**src/rtl/compfree_sorter.sv**
```systemverilog
// Comparison-free sorter: loads ELEMENT_NUM words, then selects each rank by masking bit columns MSB->LSB.
// First write DATA_WIDTH+1 cycles after the last input; SORTER_DESCEND_EN selects descending order.
module compfree_sorter #(
    parameter int DATA_WIDTH       = 32,
    parameter int ELEMENT_NUM      = 16,
    parameter int LOG2_ELEMENT_NUM = 4
) (
    input  logic                        clk,
    input  logic                        rst,
    input  logic                        UM_valid,
    input  logic [DATA_WIDTH-1:0]       UM_data,
    output logic                        SM_valid,
    output logic [LOG2_ELEMENT_NUM-1:0] SM_addr,
    output logic [DATA_WIDTH-1:0]       SM_data,
    output logic                        done
);

    localparam int BW = (DATA_WIDTH > 1) ? $clog2(DATA_WIDTH) : 1;
    localparam logic [BW-1:0] BIT_TOP = BW'(DATA_WIDTH - 1);
    localparam logic [LOG2_ELEMENT_NUM-1:0] CNT_LAST = LOG2_ELEMENT_NUM'(ELEMENT_NUM - 1);

    typedef enum logic [1:0] {LOAD, SCAN, EMIT, DONE} state_t;

    state_t                        state_q, state_d;
    logic [DATA_WIDTH-1:0]         mem_q [ELEMENT_NUM];
    logic [LOG2_ELEMENT_NUM-1:0]   in_cnt_q, in_cnt_d;
    logic [LOG2_ELEMENT_NUM-1:0]   out_cnt_q, out_cnt_d;
    logic [ELEMENT_NUM-1:0]        remaining_q, remaining_d;
    logic [ELEMENT_NUM-1:0]        cand_q, cand_d;
    logic [BW-1:0]                 bit_q, bit_d;
    logic                          sm_valid_q, sm_valid_d;
    logic [LOG2_ELEMENT_NUM-1:0]   sm_addr_q, sm_addr_d;
    logic [DATA_WIDTH-1:0]         sm_data_q, sm_data_d;
    logic                          done_q, done_d;

    logic [ELEMENT_NUM-1:0]        col;
    logic [ELEMENT_NUM-1:0]        z;
    logic [ELEMENT_NUM-1:0]        sel_onehot;
    logic [LOG2_ELEMENT_NUM-1:0]   sel;
    logic                          wr_en;

    always_comb begin
        col = '0;
        for (int i = 0; i < ELEMENT_NUM; i++) begin
            col[i] = mem_q[i][bit_q];
        end
    end

    // Keep only candidates holding the preferred bit; an empty result means the column does not discriminate.
`ifdef SORTER_DESCEND_EN
    assign z = cand_q & col;
`else
    assign z = cand_q & ~col;
`endif

    // Lowest index wins so equal values leave in input order.
    always_comb begin
        sel = '0;
        for (int i = ELEMENT_NUM - 1; i >= 0; i--) begin
            if (cand_q[i]) begin
                sel = LOG2_ELEMENT_NUM'(i);
            end
        end
        sel_onehot      = '0;
        sel_onehot[sel] = 1'b1;
    end

    assign wr_en = (state_q == LOAD) && UM_valid;

    always_comb begin
        state_d     = state_q;
        in_cnt_d    = in_cnt_q;
        out_cnt_d   = out_cnt_q;
        remaining_d = remaining_q;
        cand_d      = cand_q;
        bit_d       = bit_q;
        sm_valid_d  = 1'b0;
        sm_addr_d   = sm_addr_q;
        sm_data_d   = sm_data_q;
        done_d      = 1'b0;
        case (state_q)
            LOAD: begin
                if (UM_valid) begin
                    in_cnt_d = in_cnt_q + 1'b1;
                    if (in_cnt_q == CNT_LAST) begin
                        state_d     = SCAN;
                        remaining_d = '1;
                        cand_d      = '1;
                        bit_d       = BIT_TOP;
                        out_cnt_d   = '0;
                    end
                end
            end
            SCAN: begin
                if (z != '0) begin
                    cand_d = z;
                end
                if (bit_q == '0) begin
                    state_d = EMIT;
                end else begin
                    bit_d = bit_q - 1'b1;
                end
            end
            EMIT: begin
                sm_valid_d  = 1'b1;
                sm_addr_d   = out_cnt_q;
                sm_data_d   = mem_q[sel];
                remaining_d = remaining_q & ~sel_onehot;
                cand_d      = remaining_q & ~sel_onehot;
                out_cnt_d   = out_cnt_q + 1'b1;
                bit_d       = BIT_TOP;
                state_d     = (out_cnt_q == CNT_LAST) ? DONE : SCAN;
            end
            DONE: begin
                done_d = 1'b1;
            end
        endcase
    end

    always_ff @(posedge clk) begin
        if (rst) begin
            state_q     <= LOAD;
            in_cnt_q    <= '0;
            out_cnt_q   <= '0;
            remaining_q <= '0;
            cand_q      <= '0;
            bit_q       <= '0;
            sm_valid_q  <= 1'b0;
            sm_addr_q   <= '0;
            sm_data_q   <= '0;
            done_q      <= 1'b0;
        end else begin
            state_q     <= state_d;
            in_cnt_q    <= in_cnt_d;
            out_cnt_q   <= out_cnt_d;
            remaining_q <= remaining_d;
            cand_q      <= cand_d;
            bit_q       <= bit_d;
            sm_valid_q  <= sm_valid_d;
            sm_addr_q   <= sm_addr_d;
            sm_data_q   <= sm_data_d;
            done_q      <= done_d;
        end
    end

    // Element storage needs no reset: it is always fully rewritten before a scan reads it.
    always_ff @(posedge clk) begin
        if (wr_en && !rst) begin
            mem_q[in_cnt_q] <= UM_data;
        end
    end

    assign SM_valid = sm_valid_q;
    assign SM_addr  = sm_addr_q;
    assign SM_data  = sm_data_q;
    assign done     = done_q;

endmodule

```
**config.mk**
```make
export PLATFORM = sky130hd
export DESIGN_NAME = compfree_sorter
export DESIGN_NICKNAME = d
export VERILOG_FILES = /design/src/rtl/compfree_sorter.sv
export SDC_FILE = /design/constraint.sdc
export NUM_CORES = 1
export LEC_CHECK = 0
export CAP_MARGIN = 20
export CORE_MARGIN = 4
export CORE_UTILIZATION = 60
export CTS_BUF_LIST = sky130_fd_sc_hd__clkbuf_4 sky130_fd_sc_hd__clkbuf_8
export DETAILED_ROUTE_END_ITERATION = 10
export PLACE_DENSITY = 0.78
export SETUP_SLACK_MARGIN = 0.2
export SLEW_MARGIN = 5
export SYNTH_ARGS = -nofsm -noshare
export SYNTH_HDL_FRONTEND = slang
export SYNTH_SLANG_ARGS = --single-unit
export TNS_END_PERCENT = 5
```
**constraint.sdc**
```tcl
create_clock -name clk -period 5.2 [get_ports clk]
set_input_delay 0.52 -clock clk [delete_from_list [all_inputs] [get_ports clk]]
set_output_delay 0.52 -clock clk [all_outputs]
set_load 0.02 [all_outputs]
```
After elaboration in Yosys (flattened, before gate mapping)
Memory sizes are Yosys's and may differ from the RTL's. A register that Yosys moved wholly into a read port is not among the register bits.
Cells that the tools add are included.
{ "totals": {"word_cells": 115, "mem_count": 1, "mem_bits_rw": 512, "reg_bits": 53, "in_bits": 35, "output_inout_bits": 38} }
{ "op_classes": {"mux": 71, "bitwise": 4, "n_eq_ne": 10, "n_addsub": 3, "reduce_logical": 14, "n_lt_le_gt_ge": 3} }
{ "memory_table": {"columns": ["memory", "depth", "word_bits", "read_ports", "rd_clocked_by_memory_dff", "wr", "line_no", "source"], "rows": [
  ["mem_q", 16, 32, 17, 1, 1, "25", "logic [DATA_WIDTH-1:0] mem_q [ELEMENT_NUM];"]
]} }
{ "op_table": {"columns": ["operator", "count"], "rows": [
  ["$bmux 1 s5", 16],
  ["$mux 4", 18],
  ["$mux 16", 3],
  ["$pmux 16 s3", 1],
  ["$and 16x16->16", 2],
  ["$not 16->16", 2],
  ["$pmux 16 s2", 1],
  ["$mux 1", 21],
  ["$reduce_bool 16->1", 1],
  ["$mux 5", 3],
  ["$pmux 5 s3", 1],
  ["$reduce_and 4->1", 3],
  ["$add 4x1->4 const B", 2],
  ["$eq 4x4->1 const B", 2],
  ["$mux 2", 4],
  ["$ne 2x2->1 const B", 4],
  ["$pmux 4 s2", 1],
  ["$lt 5x6->1 const B", 1],
  ["$pmux 2 s3", 1],
  ["$logic_not 5->1", 1],
  ["$lt 4x5->1 const B", 1],
  ["$sub 5x1->5 const B", 1],
  ["$demux 1 s4", 1],
  ["$eq 2x2->1 const B", 2],
  ["10 further kinds", 12]
]} }

Depth between registers and ports, before layout
{ "logic_depth": {"ltp_word": 23, "depth_mapped": 15, "depth_no_buf": 8} }

Worst setup path before layout
No wires, ideal clock.
{ "synth_path": {"path_kind": "reg2reg", "from": "reg state_q[0]", "to": "mem mem_q[3][0], enable pin", "n_path_buf": 0, "path_stages_with_launch": 7, "arrival_time_ns": 3.270, "t_required_ns": 4.739, "synth_period_minus_slack_ns": 3.731, "setup_time_ns": 0.461, "slack_ns": 1.469, "path_cell_list": "dfxtp_1 inv_1 ha_1 nand2_1 nor2_1 nand2_1 nor3_1"} }
{ "synth_between": {"elab_chain_cells": 5} }
{ "synth_lines": {"columns": ["element", "line_no", "source"], "rows": [
  ["from (decl)", "24", "state_t state_q, state_d;"],
  ["from (signal assigned)", "133", "state_q <= state_d;"],
  ["$logic_not 2->1", "68", "assign wr_en = (state_q == LOAD) && UM_valid;"],
  ["$logic_and 1x1->1", "68", null],
  ["$logic_and 1x1->1", "148", "if (wr_en && !rst) begin"],
  ["$mux 1", "148", null],
  ["$mux 1 (not written as such)", "149", "mem_q[in_cnt_q] <= UM_data;"],
  ["to (decl)", "25", null]
]} }
No other way between the ends.

Final worst setup path
{ "layout_path": {"from": "reg bit_q[0]", "to": "reg cand_q[13]"} }
{ "layout_between": {"elab_chain_cells": 7, "word_cells_on_any_way": 39, "cone_classes": "eq/ne: 1; mux: 34; bitwise: 2; reduce/logical: 2"} }
{ "layout_lines": {"columns": ["element", "line_no", "source"], "rows": [
  ["from (decl)", "30", "logic [BW-1:0] bit_q, bit_d;"],
  ["from (signal assigned)", "138", "bit_q <= bit_d;"],
  ["$bmux 1 s5", "45", "col[i] = mem_q[i][bit_q];"],
  ["$mux 1 (not written as such)", "45", null],
  ["$not 16->16 *", "53", "assign z = cand_q & ~col;"],
  ["$and 16x16->16 *", "53", null],
  ["$reduce_bool 16->1", "95", "if (z != '0) begin"],
  ["$ne 2x2->1 (no line)", null, null],
  ["$reduce_and 4->1 (no line)", null, null],
  ["to (signal assigned)", "137", "cand_q <= cand_d;"],
  ["to (decl)", "29", "logic [ELEMENT_NUM-1:0] cand_q, cand_d;"]
]} }
Every way passes the cells marked *; elsewhere a longest branch is shown, timed or not. The select of a mux whose other input is x is not followed.
A chain may end at the register's enable or synchronous reset.

==> metrics.yaml <==
status: "finished clean"
crit_required_ns: 5.79
hp-start: "rst"
synth_cells: 2020
finalHoldViolations: 0
p_per_area_nw_per_um2: 310.6
period_share_pct: 79.20
ys_async_sr_fraction_pct: 0
hold_depth: 2
drc: 0
area_growth_pct: 12.32
p_clk_share_pct: 44.0
crit_type: "flip-flop to flip-flop"
grt_pass1_wl_mm: 134.0
synth.top_cells.by_count: "edfxtp_1, nand2_1, mux4_2"
synth_top_area_cell: "edfxtp_1"
fp-row-count: 78
crit_family: "simple AND/OR/NAND/NOR gates"
startpoint: "bit_q[0]"
slowest_delay_ns: 0.97
cpMaxStageDelayCell: "dfxtp_4"
max_slew_margin_pct: 21.18
clk_latency_ns: 0.72
cp_max_fo: 45
wl_mm: 92.02
setup_viol: 0
crit_buf_inv: 2
cts_tree: "done"
grt_antenna_before_repair: 3
rsz0062_at_grt: "no"
dpl.hpwl_mm: 59.54
cts_resized: 0
drt_first_pass_iters: 6
die_h_um: 223.4
worstSetupEndpointType: "flip-flop"
synth_edf_count: 512
viasPerCell: 7.400
cts_buffers: 95
hp-class: "input pin to flip-flop"
grt_usage_pct: 36.53
worst_slew_pin_slew_ns: 1.182
die_w_um: 223.4
worst-r2r-setup-slack_ns: 1.08
vias: 20460
start_kind: "flip-flop"
start_util_pct: 61.05
p_sw_share_pct: 21.85
drt_iter0_drc: 3422
crit_cells: 10
drtAntennaViolNets: 0
avgSynthCellArea_um2: 13.77
synth_flop_cell: "edfxtp_1"
postCtsSetupRepairBufs: 0
skew_ns: 0.02849
dieArea_um2: 49890
wl_per_cell_um: 33.28
p_sw_uw: 2121
comb_power_share_pct: 2.0
ys_ff_latch: 597
synth_area_um2: 27830
cts_root_buf: "clkbuf_8"
path_clk_slew_ns: 0.07
synth.area.top_cells: "edfxtp_1, mux4_2, dfxtp_1"
synth_top_area_share_pct: 55.25
max_freq_mhz: 242.8
power.total_uw: 9706
min_period_ns: 4.118
drive_gt1_share_pct: 19.19
cap_viol_max_count: 0
power_frac_seq_pct: 54.0
timing.rr.start: "bit_q[0]"
intPower_uw: 7585
finalMaxSlewViolations: 0
yosysWarningCount: 0
clk_path_buf_depth: 3
critPathArrivalTime_ns: 4.71
critical_path.endpoint: "cand_q[13]"
fin_hold_ws_ns: 0.1179
core-area_um2: 45580
grt_pass1_vias: 19820
peakVddDrop_mv: 0.2603
path_cells: "buf_12 > mux4_1 > mux2i_1 > and3_1 > a311o_1 > or4_4 > nor4_4 > buf_4 > a221o_1 > nand3_1"
r2r_cells: 10
grt_overflow: 0
cts_sinks: 597
yosysSeqAreaShare_pct: 61.37
synth.most_common_cell: "edfxtp_1"
gp_congestion: 0.9940
io_buffers: 72
finalSetupTns_ns: 0
yosysUniqueCellTypes: 65
nNetsFinal: 2130
r2r-end: "cand_q[13]"
syn-num-nets: 2067
ios: 73
htreeDepth: 3
grt_max_degree: 87
p_leak_uw: 0.01019
postCtsHoldBufs: 0
## worst min-delay path by stage
| stage | end | slack [ns] |
|---|---|---|
| 2_1_floorplan | remaining_q[7] | 0.45 |
| 3_3_place_gp | remaining_q[8] | 0.47 |
| 3_5_place_dp | remaining_q[15] | 0.47 |
| 4_1_cts | in_cnt_q[1] | 0.07 |
| 5_1_grt | state_q[1] | 0.11 |
| 6_report | done | 0.12 |
## worst reg2reg max path, stage by stage (launching register included)
cell and delay [ns]:
dfxtp_4 0.97, buf_12 0.36, mux4_1 0.28, mux2i_1 0.13, and3_1 0.22, a311o_1 0.36
or4_4 0.54, nor4_4 0.47, buf_4 0.38, a221o_1 0.21, nand3_1 0.08
## metrics by stage
| stage | std cells | util [%] | setup slack (ns) | cell area, um^2 |
|---|---|---|---|---|
| 6_report | 2765 | 68.57 | 1.082 | 31250 |
| 5_1_grt | 2763 | 68.56 | 0.9051 | 31250 |
| 4_1_cts | 2761 | 68.47 | 1.133 | 31210 |
| 3_5_place_dp | 2584 | 64.05 | 1.148 | 29190 |
| 3_3_place_gp | 2584 | 64.05 | 1.221 | 29190 |
| 2_1_floorplan | 2020 | - | 1.469 | 27830 |
## power groups by stage
| stage | Combinational [uW] | Sequential [uW] | Clock, uW |
|---|---|---|---|
| after global placement | 183 | 5340 | 0 |
| after detailed placement | 187 | 5340 | 0 |
| after CTS | 188 | 5240 | 4280 |
| after global routing | 200 | 5240 | 4530 |
| after floorplan | 62.3 | 5340 | 0 |
| final | 194 | 5240 | 4270 |
## cell families (layout without fill, tap and decap cells)
group                      count (synthesis)  after routing  synth area share, %
AOI/OAI and AO/OA                        418            418                11.47
and+or+nand+nor                          580            580                9.564
muxes                                    232            232                13.91
DFF                                      597            597                61.37
buffers and inverters                    176            319                2.995
other                                      0              2                    0
adders and majority gates                 12             12               0.5396
xor gates and xnor gates                   5              5               0.1574
## cells in the final DEF (no fill, tap or decap), types with 14 or more instances in the layout
cell type        synthesis  routed
edfxtp_1               512     512
nand3_1                102     102
buf_4                   17      50
nor2_1                  97      84
dfxtp_1                 85      82
nand2_1                263     262
o221ai_1                51      51
nor2b_1                 14      14
a21oi_1                 54      53
a32oi_1                 26      26
clkdlybuf4s50_1          0      71
a31oi_1                 44      43
nand4b_1                15      15
clkinv_1                 1      17
nor3_1                  27      22
mux4_2                 122     122
clkbuf_8                 0     102
a211oi_1                37      37
mux2i_1                105     105
o221a_2                 19      19
o21ai_0                 39      39
clkbuf_4                 0      16
clkinv_2                 0      23
o22a_1                  46      46
## registers in the layout, indices dropped and copies added (netlist names)
register and cells:
out_cnt_q 4, bit_q 5, done 1, SM_valid 1, SM_data 32, in_cnt_q 4
SM_addr 4, remaining_q 16, state_q 2, cand_q 16, mem_q 512
## area by class of cell
type                       instances  area, um^2
antenna                            2       5.005
inverter                          13       48.80
clock buffer                     118        1524
multi-input combinational       1247       10100
fill                            3087       14320
clock inverter                    59       490.5
timing repair buffer             129        1246
tap                              600       750.7
sequential                       597       17090
## per-layer routing
metal	vias up	share of wire, %	GRT usage (%)	routed length (um)
li1	8226	-	-	-
met1	9997	36	50.82	32970
met2	1915	43	52.55	39670
met3	321	15	12.00	14130
met4	2	5.7	17.62	5231
met5	-	0.014	0	13
Note: power is estimated with default switching activity, not from simulation.
